`src/rtl/ebus_timer_dev_if.sv`:
```
// EBUS bundle between the EBOX (master) and the interval timer device (slave).
// Vectors are MSB-first: PDP bit k of a W-bit field is stored at index W-1-k.
package ebus_pkg;
    typedef struct packed {
        logic        driving;
        logic [35:0] data;
    } tEBUSdriver;
endpackage

interface ebus_timer_dev_if;
    import ebus_pkg::*;

    logic [6:0]  ebus_cs;
    logic [2:0]  ebus_func;
    logic        ebus_demand;
    logic [35:0] ebus_data_in;
    logic        ebus_parity_in;
    tEBUSdriver  EBUSdriver;
    logic        ebus_xfer;
    logic        ebus_parity_out;
    logic [7:0]  ebus_pi;

    // Handshake: the master raises demand with cs/func/data stable and holds it
    // until it has seen xfer; the slave holds xfer (and read data) until demand drops.
    modport master (
        output ebus_cs, ebus_func, ebus_demand, ebus_data_in, ebus_parity_in,
        input  EBUSdriver, ebus_xfer, ebus_parity_out, ebus_pi
    );
    modport slave (
        input  ebus_cs, ebus_func, ebus_demand, ebus_data_in, ebus_parity_in,
        output EBUSdriver, ebus_xfer, ebus_parity_out, ebus_pi
    );
endinterface

```
`src/rtl/ebus_timer_dev.sv`:
```
// KL10 EBUS programmable interval timer: CONO/CONI/DATAO/DATAI responder with PI request.
// Optional EBUS parity generation/checking is enabled with macro EBUS_PARITY_EN.
module ebus_timer_dev #(
    parameter logic [6:0] DEVNUM = 7'o070
) (
    input  logic            clk,
    input  logic            reset_l,
    ebus_timer_dev_if.slave bus,
    output logic [1:0]      o_state
);
    // CONO/CONI bit positions, converted from PDP numbering (bit 0 = MSB).
    localparam int B_CLR_PERR = 35 - 24;
    localparam int B_CLR_DONE = 35 - 25;
    localparam int B_SET_RUN  = 35 - 26;
    localparam int B_CLR_RUN  = 35 - 27;

    localparam logic [1:0] F_CONO  = 2'd0;
    localparam logic [1:0] F_DATAO = 2'd2;

    typedef enum logic [1:0] {
        S_IDLE = 2'd0,
        S_ACT  = 2'd1,
        S_XFER = 2'd2
    } state_t;

    state_t      r_state;
    state_t      w_next;
    logic [1:0]  r_func;
    logic        w_hit;
    logic [35:0] w_d;
    logic        w_wr_cono;
    logic        w_wr_datao;
    logic        w_rd_act;
    logic        w_expire;

    logic [17:0] r_interval;
    logic [17:0] r_count;
    logic        r_run;
    logic        r_done;
    logic [2:0]  r_pia;
    logic        w_perr;

    logic        r_xfer;
    logic        r_driving;
    logic [35:0] r_rdata;
    logic [35:0] w_coni;
    logic [35:0] w_datai;
    logic [7:0]  w_pi;

    assign w_d        = bus.ebus_data_in;
    assign w_hit      = bus.ebus_demand && (bus.ebus_cs == DEVNUM) && !bus.ebus_func[2];
    assign w_wr_cono  = (r_state == S_ACT) && (r_func == F_CONO);
    assign w_wr_datao = (r_state == S_ACT) && (r_func == F_DATAO);
    assign w_rd_act   = (r_state == S_ACT) && r_func[0];
    assign w_expire   = r_run && (r_count == 18'd1);
    assign o_state    = r_state;

    always_ff @(posedge clk or negedge reset_l) begin
        if (!reset_l) begin
            r_state <= S_IDLE;
            r_func  <= 2'd0;
        end else begin
            r_state <= w_next;
            if (r_state == S_IDLE && w_hit) r_func <= bus.ebus_func[1:0];
        end
    end

    // ACT always lasts one clock, even if demand has already dropped.
    always_comb begin
        w_next = r_state;
        case (r_state)
            S_IDLE:  if (w_hit) w_next = S_ACT;
            S_ACT:   w_next = S_XFER;
            S_XFER:  if (!bus.ebus_demand) w_next = S_IDLE;
            default: w_next = S_IDLE;
        endcase
    end

    // A DATAO wins over the reload, and an expiry wins over a CONO clear-done.
    always_ff @(posedge clk or negedge reset_l) begin
        if (!reset_l) begin
            r_interval <= 18'd0;
            r_count    <= 18'd0;
            r_run      <= 1'b0;
            r_done     <= 1'b0;
            r_pia      <= 3'd0;
        end else begin
            if (w_wr_datao) begin
                r_interval <= w_d[17:0];
                r_count    <= w_d[17:0];
            end else if (r_run && r_count != 18'd0) begin
                r_count <= w_expire ? r_interval : r_count - 18'd1;
            end
            if (w_expire) r_done <= 1'b1;
            else if (w_wr_cono && w_d[B_CLR_DONE]) r_done <= 1'b0;
            if (w_wr_cono) begin
                r_pia <= w_d[2:0];
                if (w_d[B_CLR_RUN]) r_run <= 1'b0;
                else if (w_d[B_SET_RUN]) r_run <= 1'b1;
            end
        end
    end

`ifdef EBUS_PARITY_EN
    logic r_perr;
    logic w_perr_hit;

    assign w_perr_hit = (w_wr_cono || w_wr_datao) && ~^{w_d, bus.ebus_parity_in};

    always_ff @(posedge clk or negedge reset_l) begin
        if (!reset_l) r_perr <= 1'b0;
        else if (w_perr_hit) r_perr <= 1'b1;
        else if (w_wr_cono && w_d[B_CLR_PERR]) r_perr <= 1'b0;
    end

    assign w_perr              = r_perr;
    assign bus.ebus_parity_out = r_driving & ~^r_rdata;
`else
    logic w_unused;
    assign w_unused            = ^{bus.ebus_parity_in, w_d[35:18], w_d[B_CLR_PERR], w_d[7:3]};
    assign w_perr              = 1'b0;
    assign bus.ebus_parity_out = 1'b0;
`endif

    assign w_coni  = {28'd0, w_perr, r_run, r_done, 2'b00, r_pia};
    assign w_datai = {18'd0, r_count};

    // Read words are snapshotted in ACT and held until demand drops.
    always_ff @(posedge clk or negedge reset_l) begin
        if (!reset_l) begin
            r_xfer    <= 1'b0;
            r_driving <= 1'b0;
            r_rdata   <= 36'd0;
        end else begin
            r_xfer <= (w_next == S_XFER);
            if (w_rd_act) begin
                r_driving <= 1'b1;
                r_rdata   <= r_func[1] ? w_datai : w_coni;
            end else if (w_next != S_XFER) begin
                r_driving <= 1'b0;
                r_rdata   <= 36'd0;
            end
        end
    end

    always_comb begin
        w_pi = 8'd0;
        if (r_done && r_pia != 3'd0) w_pi[3'd7 - r_pia] = 1'b1;
    end

    assign bus.ebus_xfer  = r_xfer;
    assign bus.ebus_pi    = w_pi;
    assign bus.EBUSdriver = '{driving: r_driving, data: r_rdata};
endmodule

```
`src/flat_wrapper.sv`:
```
// flat-port wrapper written by rule: the top's interface ports become plain ports
module ebus_timer_dev_flat 
#(
    parameter logic [6:0] DEVNUM = 7'o070
)
  (clk, reset_l, o_state, bus_ebus_cs, bus_ebus_func, bus_ebus_demand, bus_ebus_data_in, bus_ebus_parity_in, bus_EBUSdriver, bus_ebus_xfer, bus_ebus_parity_out, bus_ebus_pi);
  ebus_timer_dev_if bus_i ();
  input  logic clk;
  input  logic reset_l;
  output logic [1:0] o_state;
  input wire logic [$bits(bus_i.ebus_cs)-1:0] bus_ebus_cs;
  input wire logic [$bits(bus_i.ebus_func)-1:0] bus_ebus_func;
  input wire logic [$bits(bus_i.ebus_demand)-1:0] bus_ebus_demand;
  input wire logic [$bits(bus_i.ebus_data_in)-1:0] bus_ebus_data_in;
  input wire logic [$bits(bus_i.ebus_parity_in)-1:0] bus_ebus_parity_in;
  output wire logic [$bits(bus_i.EBUSdriver)-1:0] bus_EBUSdriver;
  output wire logic [$bits(bus_i.ebus_xfer)-1:0] bus_ebus_xfer;
  output wire logic [$bits(bus_i.ebus_parity_out)-1:0] bus_ebus_parity_out;
  output wire logic [$bits(bus_i.ebus_pi)-1:0] bus_ebus_pi;
  assign bus_i.ebus_cs = bus_ebus_cs;
  assign bus_i.ebus_func = bus_ebus_func;
  assign bus_i.ebus_demand = bus_ebus_demand;
  assign bus_i.ebus_data_in = bus_ebus_data_in;
  assign bus_i.ebus_parity_in = bus_ebus_parity_in;
  assign bus_EBUSdriver = bus_i.EBUSdriver;
  assign bus_ebus_xfer = bus_i.ebus_xfer;
  assign bus_ebus_parity_out = bus_i.ebus_parity_out;
  assign bus_ebus_pi = bus_i.ebus_pi;
  ebus_timer_dev #(.DEVNUM(DEVNUM)) u_core (.clk(clk), .reset_l(reset_l), .bus(bus_i), .o_state(o_state));
endmodule
```
`config.mk`:
```
export PLATFORM = sky130hd
export DESIGN_NAME = ebus_timer_dev_flat
export DESIGN_NICKNAME = d
export VERILOG_FILES = /design/src/rtl/ebus_timer_dev_if.sv /design/src/rtl/ebus_timer_dev.sv /design/src/flat_wrapper.sv
export SDC_FILE = /design/constraint.sdc
export NUM_CORES = 1
export LEC_CHECK = 0
export ABC_AREA = 0
export BUFFER_PORTS_ARGS = -buffer_cell sky130_fd_sc_hd__buf_2
export CORE_MARGIN = 2
export CORE_UTILIZATION = 49
export CTS_BUF_LIST = sky130_fd_sc_hd__clkbuf_4 sky130_fd_sc_hd__clkbuf_8
export CTS_CLUSTER_SIZE = 30
export DETAILED_ROUTE_END_ITERATION = 8
export PLACE_DENSITY = 0.79
export SLEW_MARGIN = 20
export SYNTH_ARGS = -nofsm -noshare
export SYNTH_HDL_FRONTEND = slang
export SYNTH_SLANG_ARGS = --single-unit
```
`constraint.sdc`:
```
create_clock -name clk -period 2 [get_ports clk]
set_input_delay 0.2 -clock clk [delete_from_list [all_inputs] [get_ports clk]]
set_output_delay 0.2 -clock clk [all_outputs]
set_load 0.02 [all_outputs]
```
Yosys cells after proc, flatten, opt, wreduce, memory -nomap -nowiden
Index checks and enable logic that the tools add are counted.

storage, ports and cells
  register bits after elaboration = 83
  input port bits = 50
  output and inout bits = 49

operators by class
  reductions and logical operators = 21
  mux-type cells = 18
  order comparisons = 2
  add/subtract/negate cells = 2
  eq/ne operators = 7

operators with widths
  cell                                                                                  number
  18-bit 2-to-1 mux                                                                     4
  36-bit 2-to-1 mux                                                                     2
  18-bit by 1-bit equality test with 1-bit output (second input constant)               1
  18-bit nonzero test                                                                   1
  18-bit by 1-bit subtractor with 18-bit output (second input constant)                 1
  1-bit logical AND                                                                     11
  8-bit 2-to-1 mux                                                                      1
  2-bit nonzero test                                                                    4
  7-bit by 6-bit equality test with 1-bit output (second input constant)                1
  1-bit 2-to-1 mux                                                                      7
  2-bit equality test (second input constant)                                           3
  2-bit one-hot mux with 3 select lines                                                 1
  2-bit zero test                                                                       2
  3-bit by 4-bit less-than comparator with 1-bit output (second input constant)         1
  2-bit 2-to-1 mux                                                                      2
  1-bit demux with 3-bit select                                                         1
  3-bit by 1-bit greater-or-equal comparator with 1-bit output (second input constant)  1
  3-bit nonzero test                                                                    1
  3-bit subtractor (first input constant)                                               1
  2-bit by 1-bit equality test with 1-bit output (second input constant)                1
  2-bit inequality test (second input constant)                                         1
  2-bit AND reduction                                                                   1
  1-bit zero test                                                                       1

Depth between registers and ports, before layout
Gate-level depths: netlist of run 1.

  word-level depth = 8
  mapped depth = 9
  mapped depth without buffers = 8

Worst setup path after synthesis of run 1
OpenSTA, ideal clock, no wires.

  path type = register to register
  start = register u_core.r_count[14]
  end = register u_core.r_count[14]
  path slack = -0.021 ns
  required time = 1.878 ns
  cell stages (with the launch flop) = 8
  data arrival time = 1.899 ns
  cells stage by stage = dfrtp_1 -> nor4_1 -> nand3_1 -> or3_1 -> buf_2 -> a2bb2oi_1 -> o221ai_1 -> nand2_1

on the way
  cells in the longest elaborated chain, start to end = 5
  elaborated cells between the ends (all ways) = 9
  those cells by class = add/sub (1); eq/ne (1); mux (3); reduce/logical (4)

ends and longest elaborated chain
  what                                                                                                   line                  source
  start, declared                                                                                        ebus_timer_dev.sv:37  logic [17:0] r_count;
  start signal, assigned                                                                                 ebus_timer_dev.sv:90  r_count <= w_d[17:0];
  start signal, assigned                                                                                 ebus_timer_dev.sv:92  r_count <= w_expire ? r_interval : r_count - 18'd1;
  parallel branches: the longest is 5 deep, another holds 18-bit by 1-bit subtractor with 18-bit output  --

Parallel ways; which one is timed is not known. The select of a mux whose other input is x is not followed.
A chain may end at the register's enable or synchronous reset.

Worst setup path after layout of run 1
  start = register u_core.r_count[6]
  end = register u_core.r_count[17]

Same word-level chain as after synthesis.

==> results of run 1 <==
-- power by group through the flow --
stage               Combinational [mW]  Sequential [mW]  Clock (mW)
floorplan                        0.497             1.51           0
detailed placement               0.738             1.52           0
global placement                 0.725             1.52           0
global route                     0.840             1.52        1.16
finish                           0.758             1.50        1.09
CTS                              0.754             1.50        1.11
-- metal layers --
layer / part of all wire / wire length [um] / GRT usage
met2: 0.46 / 3790 / 0.357
met1: 0.46 / 3720 / 0.307
met4: 0.017 / 138 / 0.106
met5: 0 / 0 / 0
met3: 0.063 / 514 / 0.0398
-- synthesized netlist by cell type, drive strengths merged (2+ instances only) --
cell,number
ha,2
o41ai,2
a22o,13
xor2,5
o32a,2
o21ai,19
buf,28
o21a,3
a2bb2oi,4
mux2i,7
o211ai,4
mux2,3
dfrtp,65
nand2b,5
nor3,13
nor2b,2
nand4,3
a21o,2
inv,6
xnor2,2
a31oi,2
nor4,4
nor2,28
clkbuf,15
o221ai,3
or3,7
nand3,8
a21oi,11
nor3b,2
nand2,80
a211oi,2
nand3b,2
-- cells by family after synthesis --
| logic type | count (synthesis) | synth area share |
|---|---|---|
| AND/OR/NAND/NOR | 161 | 0.223 |
| buffers and inverters | 49 | 0.0853 |
| other | 1 | 0.00110 |
| AO/OA/AOI/OAI | 74 | 0.157 |
| flip-flops | 65 | 0.478 |
| adder cells (fa/ha/maj) | 2 | 0.00735 |
| XOR/XNOR | 7 | 0.0180 |
| multiplexers | 10 | 0.0305 |
-- state kept, by name, indices dropped and copies added (netlist names), 2 cells and up --
register           cells
u_core.r_func          2
u_core.r_count        18
u_core.r_interval     18
u_core.o_state         2
u_core.r_pia           3
u_core.r_rdata        18
-- critical path, stage by stage (launching register included) --
cell and delay, ps:
dfrtp_1 420, or3_4 410, or4_4 580, nor3_4 150, nor3_1 70, a211oi_1 200, o22a_1 160
-- stage by stage --
stage          instances   util
2_1_floorplan        388      -
3_3_place_gp         528  0.587
3_5_place_dp         528  0.587
4_1_cts              546  0.622
5_1_grt              546  0.624
6_report             546  0.624
-- cell type report --
class,count,area share
well taps,80,0.0237
inverters,6,0.00534
flip-flops and latches,65,0.386
multi-input cells,274,0.383
clock inverters,7,0.0166
clock buffers,9,0.0294
repair buffers,105,0.156
-- worst min-delay path by stage --
stage,slack (ps),to,startpoint,depth (start not counted)
floorplan,-100,u_core.bus.ebus_xfer,reset_l,0
global placement,200,u_core.r_rdata[16],reset_l,1
detailed placement,210,u_core.r_rdata[15],reset_l,1
CTS,50,u_core.r_func[1],bus_ebus_func[1],3
global route,70,u_core.r_interval[14],bus_ebus_data_in[14],3
finish,60,u_core.r_run,bus_ebus_data_in[8],2
-- repair_timing --
item                                    4_1_cts  5_1_grt
hold buffers                                  1        0
resized for setup                             5        5
endpoints found under the setup margin        9       16
setup buffers                                 1        0
endpoints found under the hold margin        23        0
pin swaps                                     0        1
-- placed cells by master (no fill, tap or decap), drive strengths merged, types with 3 or more instances in the layout --
cell	netlist	layout
a21oi	11	11
a22o	13	13
a2bb2oi	4	4
buf	28	104
clkbuf	15	9
clkinv	0	4
conb	1	20
dfrtp	65	65
inv	6	7
mux2	3	3
mux2i	7	7
nand2	80	80
nand2b	5	5
nand3	8	8
nand4	3	3
nor2	28	28
nor3	13	13
nor4	4	4
o211ai	4	4
o21a	3	3
o21ai	19	19
o221ai	3	3
or3	7	7
xor2	5	5
==> qor_table.md, run 1 <==
| Stage | Item | This run |
| --- | --- | --- |
| sta | Transition time of the tightest slew-check pin | 532 ps |
| sta | Setup-violating endpoint count in the final report | 4 |
| clock tree | Clock Tree Buf Depth | 2 |
| global route | Pin count of the biggest net entering global routing | 34 |
| place | Detail Placement HPWL | 6130 um |
| pwr | Maximum vdd ir drop | 0.328 mV |
| global route | Via count of the first global-routing pass | 2835 |
| global route | Antenna violations before repair | 0 |
| status | Result of the run | finished, violations left |
| yosys | Number of register bits inferred by synthesis | 65 |
| yosys | Post-synth cell types | 56 |
| yosys | Number of warning messages in the yosys log | 0 |
| floorplanning | Die span in y | 87.3 um |
| place | Dpl cell area | 3960 um2 |
| floorplanning | Chip Width | 87.3 um |
| route | Detailed-route DRC error count | 0 |
| floorplanning | Core area | 6760 um2 |
| global route | Global-route wire length before repair | 13500 um |
| floorplanning | Starting density of the core | 0.504 |
| setup path | Cells on worst reg2reg path | 6 |
| setup path | Data arrival time of the worst path | 2330 ps |
| pwr | Power density over the cells | 795 nW/um2 |
| setup path | Data required time at the worst endpoint | 2280 ps |
| route | Via count of the routed design | 2932 |
| pwr | Switching power as a share of total power | 0.303 |
| final layout | Filler cell count | 574 |
| place | Routability Congestion | 0.964 |
| setup path | Category of the worst setup path capture point | flop |
| setup path | Endpoint of the worst setup timing path | u_core.r_count[17] |
| yosys | Most instantiated flip-flop cell in the synthesis netlist | dfrtp_1 |
| final layout | Area used by multi-input combinational logic | 1620 um2 |
| place | Dpl ws | -49.4 ps |
| setup path | Worst flop-to-flop path startpoint | u_core.r_count[6] |
| clock tree | Buffer cell driving the clock tree root | clkbuf_8 |
| sta | Part of the cycle the worst path needs | 1.02 |
| clock tree | Clock transition at the registers of the reported paths | 70 ps |
| final layout | Area growth from synthesis to layout | 23.9% |
| sta | Fmax | 0.489 GHz |
| sta | Number of hold violations in the final report | 0 |
| setup path | CP Max Fanout | 6 |
| yosys | Async set or reset register ratio after synthesis | 1.00 |
| pwr | Internal | 2.33 mW |
| yosys | Synth Cell Area | 3400 um2 |
| setup path | Startpoint-to-endpoint class of the critical path | reg2reg |
| sta | Final worst path period need | 2050 ps |
| yosys | Cells after synthesis | 369 |
| sta | Worst slew slack as a fraction of its limit | 0.646 |
| route | Count of routing violations after the opening detailed-route iteration | 228 |
| global route | Total routing resource utilization after global routing | 0.228 |
| clock tree | Number of sinks driven by the clock tree | 65 |
| yosys | Cell type with the highest aggregate area in the netlist | dfrtp_1 |
| pwr | Share of total power in combinational logic | 0.226 |
| route | Number of search-and-repair iterations in the first detailed-routing pass | 4 |
| global route | GRT overflow | 0 |
| clock tree | Clock latency on the worst-skew pair | 340 ps |
| final layout | Post-route cell area | 4220 um2 |
| pwr | Leakage dissipation | 2.09 nW |
| pwr | Post-layout total power | 3.35 mW |
| route | Detailed Route WL | 8160 um |
| pwr | Flop pwr share | 0.448 |
| floorplanning | Core Rows | 30 |
| min path | Path type of the worst min-delay path | in2reg |
| yosys | Post-synthesis sequential area ratio | 0.478 |
| final layout | Area of all sequential standard cells | 1630 um2 |
| setup path | Worst R2R End | u_core.r_count[17] |
| sta | Worst setup skew after layout | 6.25 ps |
| clock tree | CTS HTree Levels | 3 |
| route | Routed vias/inst | 5.37 |
| status | Violated checks | setup timing |
| sta | Total negative slack | -64.8 ps |
| place | Count of input and output buffers | 59 |
| clock tree | Cts bufs inserted | 9 |
| sta | RSZ-0062 raised after global routing | yes |
| yosys | Top-area cell type share of the netlist area | 0.478 |
| setup path | Category of the worst setup path launch point | flop |
| pwr | Switching pwr | 1.02 mW |
| floorplanning | Number of top-level design ports | 99 |
| yosys | Largest cells by area after synthesis | dfrtp_1 (48%), nand2_1 (8.8%), buf_4 (4.6%) |
| route | Detail-routed net length per standard cell | 14.9 um |
| clock tree | TritonCTS clock tree | built |
| run | Max-capacitance violation count | 0 |
| final layout | Fraction of layout instances using a drive strength above 1 | 0.298 |
| route | Antenna viol nets, final | 0 |
| floorplanning | Die ar. | 7630 um2 |
| sta | Number of max-slew violations in the final report | 0 |
| pwr | Clock Power Share | 0.325 |
| sta | Worst slack on hold paths | 62.9 ps |
| setup path | Start point of the critical path | u_core.r_count[6] |
| sta | Fin worst setup slack | -46.2 ps |
| final layout | Number of antenna repair diodes | 0 |
| setup path | Slack of the worst reg-to-reg path | -50 ps |
| yosys | EDFF count, synth | 0 |
| yosys | Per-instance average area after synthesis | 9.22 um2 |
| final layout | Number of nets in the layout | 513 |
Note: power is estimated with default switching activity, not from simulation.
==> run 2: changes to the inputs <==
Settings changed: CORE_UTILIZATION 49 to 50, PLACE_DENSITY 0.79 to 0.77.
Clock period 2 ns to 2.5 ns, I/O delays scaled along.
==> run 2 against run 1 <==
The run now ends clean. Non-clock buffer count down 32. Utilization down 3.4 points. Count of clock-buffer cells in the layout unchanged. Sequential power down 17%.
==> qor_table.md, run 2 (same netlist as run 1, synthesis figures left out) <==
| Stage | Item | This run |
| --- | --- | --- |
| status | Result of the run | finished clean |
| floorplanning | Core area | 6680 um2 |
| clock tree | CTS HTree Levels | 3 |
| sta | Fmax | 0.446 GHz |
| global route | GRT overflow | 0 |
| min path | Number of instances on the worst hold path | 3 |
| route | Detail-routed net length per standard cell | 14.9 um |
| global route | Global-route track usage on met1 | 0.297 |
| place | Dpl cell area | 3710 um2 |
| route | Via count of the routed design | 2791 |
| pwr | Maximum vdd ir drop | 0.284 mV |
| setup path | Number of buffer and inverter stages on the critical path | 2 |
| global route | Top Usage Layer GRT | met2 |
| setup path | Worst flop-to-flop path startpoint | u_core.r_count[1] |
| final layout | Fraction of layout instances using a drive strength above 1 | 0.226 |
| floorplanning | Core Rows | 30 |
| clock tree | Clock Tree Buf Depth | 2 |
| route | Detailed Route WL | 7640 um |
| final layout | Post-route cell area | 3940 um2 |
| setup path | Startpoint-to-endpoint class of the critical path | reg2reg |
| floorplanning | Die ar. | 7480 um2 |
| route | Count of routing violations after the opening detailed-route iteration | 303 |
| pwr | Power density over the cells | 678 nW/um2 |
| route | Routed vias/inst | 5.43 |
| setup path | Category of the worst setup path launch point | flop |
| final layout | Number of nets in the layout | 481 |
| sta | Number of max-slew violations in the final report | 0 |
| min path | Path type of the worst min-delay path | in2reg |
| setup path | Standard cell with the maximum stage delay on the critical path | dfrtp_1 |
| setup path | CP Max Fanout | 6 |
| min path | Launch instance of the worst min-delay path | bus_ebus_func[0] |
| floorplanning | Number of top-level design ports | 99 |
| floorplanning | Starting density of the core | 0.509 |
| global route | Global-route wire length before repair | 12700 um |
| sta | Final worst path period need | 2240 ps |
| global route | Met2 track demand over resource in global routing | 0.343 |
| setup path | Data arrival time of the worst path | 2530 ps |
| place | Detail Placement HPWL | 5390 um |
| clock tree | Number of sinks driven by the clock tree | 65 |
| final layout | Filler cell count | 589 |
| final layout | Leading registers by flop count | u_core.r_count: 18 flops, u_core.r_interval: 18 flops, u_core.r_rdata: 18 flops |
| final layout | Number of antenna repair diodes | 0 |
| setup path | Slack of the worst reg-to-reg path | 260 ps |
| setup path | CP max stage delay | 420 ps |
| place | Routability Congestion | 0.918 |
| global route | GR met3 Demand/Resource | 0.0419 |
| clock tree | Clock transition at the registers of the reported paths | 80 ps |
| final layout | Area growth from synthesis to layout | 15.8% |
| setup path | Data required time at the worst endpoint | 2790 ps |
| final layout | Most frequent cells in the layout | nand2_1 (80), dfrtp_1 (65), buf_2 (59), nor2_1 (28), conb_1 (20) |
| final layout | Area of all sequential standard cells | 1630 um2 |
| final layout | Most common library cell in the layout ignoring fill and taps | nand2_1 |
| pwr | Leakage dissipation | 1.90 nW |
| sta | Transition time of the tightest slew-check pin | 694 ps |
| floorplanning | Chip Width | 86.5 um |
| sta | Setup-violating endpoint count in the final report | 0 |
| setup path | Chain of cells forming the critical path | inv_1, ha_1, nor4bb_1, nand4_1, nor2_1, buf_4, nor3_1, a211oi_1, o22a_1 |
| setup path | Cells on worst reg2reg path | 9 |
| clock tree | Cts bufs inserted | 9 |
| route | Number of search-and-repair iterations in the first detailed-routing pass | 4 |
| clock tree | Buffer cell driving the clock tree root | clkbuf_8 |
| run | Max-capacitance violation count | 0 |
| setup path | Kind of cell adding the most delay to the critical path | simple AND/OR/NAND/NOR gates |
| min path | Worst-case hold path end point | u_core.r_func[0] |
| global route | Pin count of the biggest net entering global routing | 38 |
| global route | Antenna violations before repair | 0 |
| route | Detailed-route DRC error count | 0 |
| clock tree | Clock latency on the worst-skew pair | 350 ps |
| sta | RSZ-0062 raised after global routing | no |
| sta | Total negative slack | 0 ps |
| final layout | Area used by multi-input combinational logic | 1560 um2 |
| sta | Worst setup skew after layout | 11.9 ps |
| global route | Total routing resource utilization after global routing | 0.218 |
| sta | Number of hold violations in the final report | 0 |
| sta | Part of the cycle the worst path needs | 0.896 |
| setup path | Worst R2R End | u_core.r_count[17] |
| global route | Via count of the first global-routing pass | 2628 |
| clock tree | TritonCTS clock tree | built |
| floorplanning | Die span in y | 86.5 um |
| sta | Worst slew slack as a fraction of its limit | 0.537 |
| setup path | Category of the worst setup path capture point | flop |
| route | Antenna viol nets, final | 0 |
| place | Count of input and output buffers | 59 |
run 2: worst max path at each step:
| stage | from | endpoint | slack, ps | cells past startpoint |
|---|---|---|---|---|
| floorplan | u_core.r_count[14] | u_core.r_count[14] | 480 | 7 |
| global placement | u_core.r_count[1] | u_core.r_count[17] | 360 | 9 |
| finish | u_core.r_count[1] | u_core.r_count[17] | 260 | 9 |
| CTS | u_core.r_count[1] | u_core.r_count[8] | 280 | 8 |
| global route | u_core.r_count[1] | u_core.r_count[17] | 60 | 9 |
| detailed placement | u_core.r_count[1] | u_core.r_count[8] | 330 | 8 |
run 2: stage by stage:
step / setup WS [ps] / utilization / power (mW) / std cells / hold slack (ps)
final: 260 / 0.590 / 2.67 / 514 / 101
after global routing: 61.5 / 0.590 / 2.80 / 514 / 114
after CTS: 282 / 0.590 / 2.69 / 514 / 93.2
after detailed placement: 334 / 0.555 / 1.71 / 497 / 331
after global placement: 360 / 0.555 / 1.69 / 497 / 318
after floorplan: 479 / - / 1.60 / 388 / -45.6
run 2: cell type report:
type	count	share of cell area
Clock buffer	9	0.0314
Multi-Input combinational cell	274	0.395
Sequential cell	65	0.413
Tap cell	80	0.0254
Timing Repair Buffer	73	0.105
Inverter	6	0.00572
Clock inverter	7	0.0238
run 2: per-layer routing:
| metal | up-vias | share of wire |
|---|---|---|
| met3 | 8 | 0.071 |
| met5 | - | 0 |
| met4 | 0 | 0.010 |
| li1 | 1367 | - |
| met2 | 107 | 0.48 |
| met1 | 1309 | 0.44 |
run 2: worst register-to-register path: stages, from the launching register on:
cell and delay, ps:
dfrtp_1 420, inv_1 100, ha_1 170, nor4bb_1 280, nand4_1 190, nor2_1 380
buf_4 230, nor3_1 60, a211oi_1 220, o22a_1 150
run 2: power by group:
| part | internal, mW | switching (mW) |
|---|---|---|
| logic | 0.200 | 0.253 |
| registers | 1.13 | 0.114 |
| clock network | 0.561 | 0.417 |
| total | 1.89 | 0.784 |
run 2: what timing repair did:
item / in CTS / in global routing
hold buffers: 1 / 0
gates resized for setup: 0 / 0
endpoints found under the hold margin: 28 / 0
buffers inserted: 0 / 0
==> run 3: changes to the inputs <==
Clock period 2.5 ns to 2.28 ns, I/O delays scaled along.
==> run 3 against run 2 <==
Fmax is 6.5% higher. Final cell count is 2.5% higher. Sequential power is 9% higher. Routed wire length is 2.8% higher. Global-route usage is 0.48 points higher. Sequential cell count stayed put. Utilization is 1.6 points higher. Via count is 3.0% higher. Die area stayed put. Worst setup slack worse by 84 ps. Count of clock-buffer cells in the layout stayed put. Worst hold slack worse by 43 ps. Critical path type unchanged. Largest cell class unchanged.
==> qor_table.md, run 3 (same netlist as run 1, synthesis figures left out) <==
| Stage | Item | This run |
| --- | --- | --- |
| floorplanning | Number of top-level design ports | 99 |
| pwr | Post-layout total power | 2.98 mW |
| final layout | Number of antenna repair diodes | 0 |
| sta | Transition time of the tightest slew-check pin | 677 ps |
| final layout | Number of nets in the layout | 494 |
| sta | Final worst path period need | 2100 ps |
| route | Via count of the routed design | 2875 |
| clock tree | Clock transition at the registers of the reported paths | 80 ps |
| setup path | Standard cell with the maximum stage delay on the critical path | or4_4 |
| setup path | Data required time at the worst endpoint | 2580 ps |
| floorplanning | Chip Width | 86.5 um |
| global route | Global-route wire length before repair | 12900 um |
| floorplanning | Starting density of the core | 0.509 |
| global route | Pin count of the biggest net entering global routing | 38 |
| sta | Number of hold violations in the final report | 0 |
| route | Detail-routed net length per standard cell | 14.9 um |
| setup path | CP max stage delay | 570 ps |
| global route | Via count of the first global-routing pass | 2699 |
| global route | Antenna violations before repair | 0 |
| clock tree | Cts bufs inserted | 9 |
| setup path | Start point of the critical path | u_core.r_count[6] |
| setup path | Worst flop-to-flop path startpoint | u_core.r_count[6] |
| setup path | Startpoint-to-endpoint class of the critical path | reg2reg |
| clock tree | Clock Tree Buf Depth | 2 |
| floorplanning | Die ar. | 7480 um2 |
| pwr | Leakage dissipation | 1.96 nW |
| final layout | Most common library cell in the layout ignoring fill and taps | nand2_1 |
| final layout | Most frequent cells in the layout | nand2_1 (80), dfrtp_1 (65), buf_2 (59), nor2_1 (28), buf_4 (25) |
| route | Routed vias/inst | 5.46 |
| place | Routability Congestion | 0.939 |
| sta | Worst slew slack as a fraction of its limit | 0.548 |
| pwr | Maximum vdd ir drop | 0.351 mV |
| final layout | Leading registers by flop count | u_core.r_count: 18 flops, u_core.r_interval: 18 flops, u_core.r_rdata: 18 flops |
| clock tree | CTS HTree Levels | 3 |
| run | Max-capacitance violation count | 0 |
| setup path | Chain of cells forming the critical path | or3_1, or4_4, nor3_4, nor3_1, a211oi_1, o22a_1 |
| status | Result of the run | finished clean |
| route | Detailed Route WL | 7850 um |
| pwr | Power density over the cells | 737 nW/um2 |
| place | Cell count after placement | 510 |
| min path | Path type of the worst min-delay path | in2reg |
| global route | GRT overflow | 0 |
| sta | Part of the cycle the worst path needs | 0.923 |
| sta | Worst setup skew after layout | 7.28 ps |
| clock tree | TritonCTS clock tree | built |
| floorplanning | Core area | 6680 um2 |
| setup path | Data arrival time of the worst path | 2400 ps |
| setup path | CP Max Fanout | 7 |
| sta | RSZ-0062 raised after global routing | no |
| route | Number of search-and-repair iterations in the first detailed-routing pass | 4 |
| sta | Setup-violating endpoint count in the final report | 0 |
| floorplanning | Core Rows | 30 |
| floorplanning | Die span in y | 86.5 um |
| final layout | Area growth from synthesis to layout | 19.0% |
| route | Antenna viol nets, final | 0 |
| final layout | Number of non-filler instances in the completed layout | 527 |
| final layout | Fraction of layout instances using a drive strength above 1 | 0.253 |
| place | Count of input and output buffers | 59 |
| setup path | Category of the worst setup path launch point | flop |
| clock tree | Number of sinks driven by the clock tree | 65 |
| clock tree | Buffer cell driving the clock tree root | clkbuf_8 |
| clock tree | Clock latency on the worst-skew pair | 350 ps |
| global route | Total routing resource utilization after global routing | 0.223 |
| sta | Number of max-slew violations in the final report | 0 |
| place | Detail Placement HPWL | 5700 um |
| min path | Launch instance of the worst min-delay path | bus_ebus_data_in[8] |
| clock tree | Setup repair bufs after CTS | 0 |
| route | Detailed-route DRC error count | 0 |
| sta | Total negative slack | 0 ps |
| setup path | Category of the worst setup path capture point | flop |
| route | Count of routing violations after the opening detailed-route iteration | 270 |
| sta | Worst slack on hold paths | 58.0 ps |
| sta | Fmax | 0.475 GHz |
==> run 3: routing by layer <==
metal	global-route usage	vias to the layer above	part of all wire
met3	0.0505	15	0.056
met2	0.352	83	0.47
met1	0.300	1379	0.45
met4	0.0866	0	0.020
met5	0	-	0
li1	-	1398	-
==> run 3: power by group <==
part	total (mW)	internal (mW)	switching [mW]
Sequential	1.35	1.24	0.111
Clock	1.08	0.614	0.467
Combinational	0.556	0.250	0.306
Total	2.98	2.10	0.883
==> run 3: final cells by class <==
| class | instances | area (um2) |
|---|---|---|
| inverters | 6 | 22.5 |
| multi-input cells | 274 | 1570 |
| clock inverters | 7 | 95.1 |
| repair buffers | 86 | 513 |
| fillers | 602 | 2630 |
| well taps | 80 | 100 |
| clock buffers | 9 | 124 |
| flip-flops and latches | 65 | 1630 |
==> run 3: critical path: cells and delay by family, from the launching register on <==
kind	cells	cell delay, ps
and+or+nand+nor	4	1200
DFF	1	470
AOI/OAI and AO/OA	2	370
==> run 3: repair_timing <==
item	4_1_cts	5_1_grt
hold buffers	1	0
endpoints found under the setup margin	0	5
endpoints found under the hold margin	28	0
resized for setup	0	2
==> run 3: worst paths after layout <==
path,slack (ps),to,depth (start not counted)
max,180,u_core.r_count[17],6
min,60,u_core.r_run,2
max reg2reg,180,u_core.r_count[17],6
min reg2reg,470,u_core.r_driving,2
max in group asynchronous,1210,u_core.r_rdata[1],3
min in group asynchronous,450,u_core.r_interval[5],2
==> run 3: metrics by stage <==
stage               utilization  worst slack [ps]  cell area [um2]
finish                    0.606               176             4050
global route              0.606              46.4             4050
CTS                       0.604              94.1             4040
detailed placement        0.570               107             3810
global placement          0.570               194             3810
floorplan                     -               259             3470
